### config.mk
export PLATFORM = sky130hd
export DESIGN_NAME = input_conditioner
export DESIGN_NICKNAME = d
export VERILOG_FILES = /design/src/rtl/input_cond_pkg.sv /design/src/rtl/debounce_ch.sv /design/src/rtl/input_conditioner.sv
export SDC_FILE = /design/constraint.sdc
export NUM_CORES = 1
export LEC_CHECK = 0
export ABC_AREA = 1
export CORE_MARGIN = 10
export CORE_UTILIZATION = 34
export DETAILED_ROUTE_END_ITERATION = 6
export MAX_ROUTING_LAYER = met4
export SETUP_SLACK_MARGIN = 0.1
export SYNTH_ARGS = -nofsm -noshare
export SYNTH_HDL_FRONTEND = slang
export SYNTH_SLANG_ARGS = --single-unit
### constraint.sdc
create_clock -name clk_clk -period 2.95 [get_ports clk_clk]
set_input_delay 0.4425 -clock clk_clk [delete_from_list [all_inputs] [get_ports clk_clk]]
set_output_delay 0.4425 -clock clk_clk [all_outputs]
set_load 0.05 [all_outputs]
### src/rtl/input_cond_pkg.sv
// input_cond_pkg: shared types and constants for the button/switch input conditioner.
package input_cond_pkg;
   typedef enum logic [1:0] {IDLE, DELAY, REPEAT} rep_state_t;
   localparam int NUM_BTN = 4;
   localparam int NUM_SW = 2;
   localparam int MS_PER_S = 1000;
   function automatic int ms_cycles(input int clk_hz);
      return clk_hz / MS_PER_S;
   endfunction
endpackage

### src/rtl/debounce_ch.sv
// debounce_ch: 2-FF synchronizer plus tick-based debounce counter for one raw input.
// flip is high in the cycle whose edge toggles stable, so callers can act on that same edge.
module debounce_ch #(
   parameter int DEBOUNCE_MS = 20,
   parameter bit INV = 1'b0
) (
   input  logic clk,
   input  logic rst_n,
   input  logic raw,
   input  logic tick,
   output logic stable,
   output logic flip
);
   localparam int CW = $clog2(DEBOUNCE_MS + 1);
   logic [1:0] sync;
   logic [CW-1:0] cnt;
   logic val;
   assign val = sync[1] ^ INV;
   assign flip = (val != stable) && tick && (cnt == CW'(DEBOUNCE_MS - 1));
   always_ff @(posedge clk or negedge rst_n) begin
      if (!rst_n) begin
         sync <= {2{INV}};
         stable <= 1'b0;
         cnt <= '0;
      end else begin
         sync <= {sync[0], raw};
         stable <= stable ^ flip;
         cnt <= (val == stable || flip) ? '0 : cnt + CW'(tick);
      end
   end
endmodule

### src/rtl/input_conditioner.sv
// input_conditioner: debounces 4 active-low keys and 2 switches, and generates
// press pulses with per-button auto-repeat on a shared 1 ms tick.
module input_conditioner
   import input_cond_pkg::*;
#(
   parameter int CLK_HZ = 50000000,
   parameter int DEBOUNCE_MS = 20,
   parameter int REPEAT_DELAY_MS = 500,
   parameter int REPEAT_RATE_MS = 100,
   parameter logic [NUM_BTN-1:0] REPEAT_MASK = 4'b0011
) (
   input  logic               clk_clk,
   input  logic               reset_reset_n,
   input  logic [NUM_BTN-1:0] key_n,
   input  logic [NUM_SW-1:0]  sw_raw,
   output logic [NUM_BTN-1:0] btn_level,
   output logic [NUM_BTN-1:0] btn_pulse,
   output logic [NUM_SW-1:0]  sw_level
);
   localparam int TICK_CYC = ms_cycles(CLK_HZ);
   localparam int PW = TICK_CYC > 1 ? $clog2(TICK_CYC) : 1;
   localparam int RMAX = REPEAT_DELAY_MS > REPEAT_RATE_MS ? REPEAT_DELAY_MS : REPEAT_RATE_MS;
   localparam int RW = $clog2(RMAX + 1);
   logic [PW-1:0] pcnt;
   logic tick;
   logic [NUM_BTN-1:0] flip_b;
   logic [NUM_SW-1:0] sw_flip_unused;
   assign tick = pcnt == PW'(TICK_CYC - 1);
   always_ff @(posedge clk_clk or negedge reset_reset_n) begin
      if (!reset_reset_n) pcnt <= '0;
      else pcnt <= tick ? '0 : pcnt + 1'b1;
   end
   for (genvar i = 0; i < NUM_BTN; i++) begin : g_key
      debounce_ch #(.DEBOUNCE_MS(DEBOUNCE_MS), .INV(1'b1)) u_ch (
         .clk(clk_clk), .rst_n(reset_reset_n), .raw(key_n[i]), .tick(tick),
         .stable(btn_level[i]), .flip(flip_b[i]));
   end
   for (genvar i = 0; i < NUM_SW; i++) begin : g_sw
      debounce_ch #(.DEBOUNCE_MS(DEBOUNCE_MS), .INV(1'b0)) u_ch (
         .clk(clk_clk), .rst_n(reset_reset_n), .raw(sw_raw[i]), .tick(tick),
         .stable(sw_level[i]), .flip(sw_flip_unused[i]));
   end
   for (genvar i = 0; i < NUM_BTN; i++) begin : g_btn
      rep_state_t st, st_nx;
      logic [RW-1:0] cnt, cnt_nx;
      logic pls, pls_nx, rise, fall, dly_end, rpt_end;
      assign rise = flip_b[i] & ~btn_level[i];
      assign fall = flip_b[i] & btn_level[i];
      assign dly_end = tick && cnt == RW'(REPEAT_DELAY_MS - 1);
      assign rpt_end = tick && cnt == RW'(REPEAT_RATE_MS - 1);
      assign btn_pulse[i] = pls;
      always_ff @(posedge clk_clk or negedge reset_reset_n) begin
         if (!reset_reset_n) begin
            st <= IDLE;
            cnt <= '0;
            pls <= 1'b0;
         end else begin
            st <= st_nx;
            cnt <= cnt_nx;
            pls <= pls_nx;
         end
      end
      always_comb begin
         st_nx = st;
         cnt_nx = cnt;
         if (fall) begin
            st_nx = IDLE;
            cnt_nx = '0;
         end else if (st == IDLE) begin
            st_nx = rise ? DELAY : IDLE;
            cnt_nx = '0;
         end else if (st == DELAY) begin
            st_nx = (dly_end && REPEAT_MASK[i]) ? REPEAT : DELAY;
            cnt_nx = dly_end ? '0 : cnt + RW'(tick);
         end else begin
            cnt_nx = rpt_end ? '0 : cnt + RW'(tick);
         end
      end
      // Buttons without repeat keep cycling the delay count silently, so it never wraps.
      always_comb begin
         pls_nx = ~fall & ((st == IDLE && rise) || (st == DELAY && dly_end && REPEAT_MASK[i])
                           || (st == REPEAT && rpt_end));
      end
   end
endmodule

==> impl_metrics.py <==
metrics = {
    "clock_tree": {
        "post-cts-setup-buffer-count": 0,
        "clock_sink_count": 92,
        "clock_pin_slew_worst_setup_and_hold_paths_ps": 60,
        "cts_made_buffers": 9,
        "post_cts.resized_instances": 0,
        "root_buffer": "sky130_fd_sc_hd__clkbuf_16",
        "cts-hold-fix-buffers": 0,
        "cts.htree.levels": 3,
        "worst_skew_pair.late_latency_ps": 340,
        "cts_tree": "yes",
        "cts-root-to-sink-buffers": 2,
    },
    "logic_synthesis": {
        "async_reset_ff_frac": 1.000,
        "netlist_area_um2": 4584,
        "syn-num-nets": 513,
        "yosys.area.top_type_share": 0.4585,
        "number_of_synthesized_register_bits": 92,
        "avg_synthesized_cell_area_um2": 9.551,
        "syn_inst": 480,
        "yosys_warnings": 0,
        "synth_sequential_area_ratio": 0.5044,
        "synthTopCellsByArea": "sky130_fd_sc_hd__dfrtp_1 (46%), sky130_fd_sc_hd__nor2_1 (6.9%), sky130_fd_sc_hd__ha_1 (6.8%), sky130_fd_sc_hd__xor2_1 (6.1%), sky130_fd_sc_hd__inv_1 (5.7%)",
        "synthDominantAreaCellType": "sky130_fd_sc_hd__dfrtp_1",
        "synth.cells.most_frequent": "sky130_fd_sc_hd__dfrtp_1 (84), sky130_fd_sc_hd__nor2_1 (84), sky130_fd_sc_hd__inv_1 (70)",
        "synth_flop_cell": "sky130_fd_sc_hd__dfrtp_1",
        "synth_enable_flop_cells": 0,
        "post_synth_num_cell_types": 31,
    },
    "floorplanning": {
        "core.rowCount": 42,
        "fp.coreArea_um2": 13240,
        "fp.dieW_um": 136.1,
        "area_of_the_die_um2": 18530,
        "floorplan.initialDensity": 0.3462,
        "die_h_um": 136.1,
        "floorplan.io_pins": 18,
    },
    "grt": {
        "number_of_global_route_vias_before_repair": 2901,
        "grt_start_max_net_pins": 50,
        "grt_antenna_before_repair": 0,
        "groute.usage.overall": 0.08785,
        "wire_length_of_the_first_global_routing_pass_um": 13020,
        "grt_overflow_total": 0,
    },
    "finish": {
        "layout.core_utilization": 0.3960,
        "multiInputGateArea_um2": 1903,
        "register_area_um2": 2312,
        "layout.filler_cells": 1286,
        "drive_gt1_frac": 0.1485,
        "flow.area_growth_from_synthesis_pct": 14.38,
        "final_cell_area_um2": 5244,
        "nNetsFinal": 533,
        "antenna_cells_inserted": 0,
    },
    "critical_path": {
        "critical_r2r_launch": "pcnt[0]",
        "critical_path.cell_chain": "ha_1 > nand3_2 > clkinv_2 > nand3_4 > nor2_8 > ha_1 > ha_1 > nand3_1 > nor3_1 > xor2_1 > nor2_2",
        "path_common_cell": "sky130_fd_sc_hd__ha_1",
        "critPathKind": "flip-flop to flip-flop",
        "timing.critical_path.from": "pcnt[0]",
        "cp.depth": 11,
        "worst-r2r-cell-count": 11,
        "reg2reg_setup_slack_ps": 650,
        "critPathBufInv": 1,
        "crit_family": "simple AND/OR/NAND/NOR gates",
        "crit_path_max_fanout": 14,
        "critical_path.endpoint_type": "flip-flop",
        "crit_required_ps": 3180,
        "timing.critical_path.slowest_cell_delay_ps": 370,
        "critical-path-slowest-cell": "sky130_fd_sc_hd__dfrtp_1",
        "worstSetupStartpointType": "flip-flop",
        "crit_arrival_ps": 2520,
    },
    "routing": {
        "first_iter_violations": 183,
        "detail_route.drc_violations": 0,
        "ant_nets": 0,
        "vias": 2906,
        "route.detailed.vias_per_inst": 4.267,
        "finalWirelength_um": 7236,
        "drt_pass1_iterations": 4,
        "avgRoutedWirePerCell_um": 10.63,
    },
    "worst_hold_path": {
        "timing.hold.worst.class": "input pin to asynchronous set/reset pin",
    },
    "placement": {
        "dp_worst_setup_slack_ps": 668.9,
        "place.port_buffers": 17,
        "place_congestion": 0.7615,
        "dpl_cell_area_um2": 4917,
        "dp.final_hpwl_um": 5147,
    },
    "timing": {
        "actual_slew_at_the_worst_max_slew_pin_ps": 565.9,
        "timing.final.ws_setup_ps": 652.5,
        "fmax_mhz": 435.3,
        "fin_crit_share": 0.7788,
        "timing_max_transition_violations_final": 0,
        "period_needed_ps": 2297,
        "final-hold-violation-count": 0,
        "finalClockSkew_ps": 5.217,
        "rsz0062_at_grt": "false",
        "setup-tns-final_ps": 0,
        "max_slew_margin": 0.6228,
        "setup_viol": 0,
    },
    "pwr": {
        "power.leakage_nw": 2.511,
        "power.switching_mw": 0.5183,
        "power_frac_seq": 0.496,
        "power.combinational.fraction": 0.019,
        "power.switching_fraction": 0.2012,
        "power_frac_clock": 0.485,
        "vdd_ir_drop_max_v": 0.0001995,
        "report.power.total_mw": 2.576,
        "power-per-cell-area_nw_per_um2": 491.3,
        "intPower_mw": 2.058,
    },
    "job": {
        "maxCapViolations": 0,
    },
    "run_status": {
        "run_status": "complete, no violations",
    },
}
[power groups by stage]
stage	Combinational [mW]	Sequential (mW)	Clock (mW)
final	0.0486	1.28	1.25
after global routing	0.0563	1.28	1.34
after CTS	0.0519	1.28	1.29
after detailed placement	0.0520	1.30	0
after global placement	0.0512	1.30	0
after floorplan	0.0109	1.30	0
[registers in the layout (all words and copies together), names as in the netlist, named ones only]
signal,flops
g_sw.u_ch.stable,2
g_sw.u_ch.sync,4
g_sw.u_ch.cnt,10
g_key.u_ch.sync,8
g_btn.cnt,18
pcnt,16
g_btn.st,4
g_key.u_ch.stable,4
g_key.u_ch.cnt,20
g_btn.pls,4
[cell type report]
cell class / count / share of cell area
sequential: 92 / 0.4409
multi-input combinational: 303 / 0.3629
inverter: 74 / 0.05321
clock buffer: 11 / 0.04629
tap: 176 / 0.04199
timing repair buffer: 20 / 0.03865
clock inverter: 5 / 0.01599
[worst paths after layout]
check,end
max in group asynchronous,g_key[1].u_ch.sync[0]
max reg2reg,g_btn[1].cnt[8]
min in group clk_clk,g_sw[0].u_ch.sync[1]
max,g_btn[1].cnt[8]
min reg2reg,g_sw[0].u_ch.sync[1]
min,g_key[2].u_ch.cnt[2]
[worst reg2reg max path, stage by stage (launching register included)]
cell	delay, ps
sky130_fd_sc_hd__dfrtp_1	370
sky130_fd_sc_hd__ha_1	230
sky130_fd_sc_hd__nand3_2	130
sky130_fd_sc_hd__clkinv_2	90
sky130_fd_sc_hd__nand3_4	80
sky130_fd_sc_hd__nor2_8	250
sky130_fd_sc_hd__ha_1	230
sky130_fd_sc_hd__ha_1	190
sky130_fd_sc_hd__nand3_1	150
sky130_fd_sc_hd__nor3_1	210
sky130_fd_sc_hd__xor2_1	200
sky130_fd_sc_hd__nor2_2	60
[per-layer routing]
layer / vias to the layer above / routed length (µm) / track usage
met1: 1362 / 3639 / 0.1080
li1: 1515 / - / -
met3: 11 / 197 / 0.02509
met2: 18 / 3276 / 0.1334
met5: - / 0 / -
met4: 0 / 122 / 0.03550
[through the flow]
| stage | instances | hold slack, ps |
|---|---|---|
| 2_1_floorplan | 480 | 146.9 |
| 3_3_place_gp | 665 | 341.3 |
| 3_5_place_dp | 665 | 339.3 |
| 4_1_cts | 681 | 120.4 |
| 5_1_grt | 681 | 138.0 |
| 6_report | 681 | 97.12 |
[cells by family (layout without fill, tap and decap cells)]
logic type	Yosys count	count (layout)	share of synthesized area
AND/OR/NAND/NOR	222	222	0.2459
flip-flops	92	92	0.5044
buffers and inverters	85	110	0.08051
XOR/XNOR	42	42	0.08024
adder cells (fa/ha/maj)	25	25	0.06823
AO/OA/AOI/OAI	14	14	0.02074
[cells in the final DEF (no fill, tap or decap), types with 3 or more instances in the layout]
cell,instances
sky130_fd_sc_hd__inv_2,3
sky130_fd_sc_hd__xnor2_1,10
sky130_fd_sc_hd__nand3_2,3
sky130_fd_sc_hd__nor2_8,3
sky130_fd_sc_hd__buf_4,3
sky130_fd_sc_hd__nor3b_1,6
sky130_fd_sc_hd__xor2_1,32
sky130_fd_sc_hd__dfstp_2,8
sky130_fd_sc_hd__clkbuf_16,9
sky130_fd_sc_hd__o21ai_0,6
sky130_fd_sc_hd__nand3_1,27
sky130_fd_sc_hd__nor3_1,7
sky130_fd_sc_hd__nor2_4,3
sky130_fd_sc_hd__nor2_1,84
sky130_fd_sc_hd__clkdlybuf4s50_1,16
sky130_fd_sc_hd__ha_1,25
sky130_fd_sc_hd__nand4_1,9
sky130_fd_sc_hd__nor2_2,23
sky130_fd_sc_hd__nand2_2,3
sky130_fd_sc_hd__dfrtp_1,84
sky130_fd_sc_hd__nand2_1,49
sky130_fd_sc_hd__inv_1,70
Note: power is estimated with default switching activity, not from simulation.
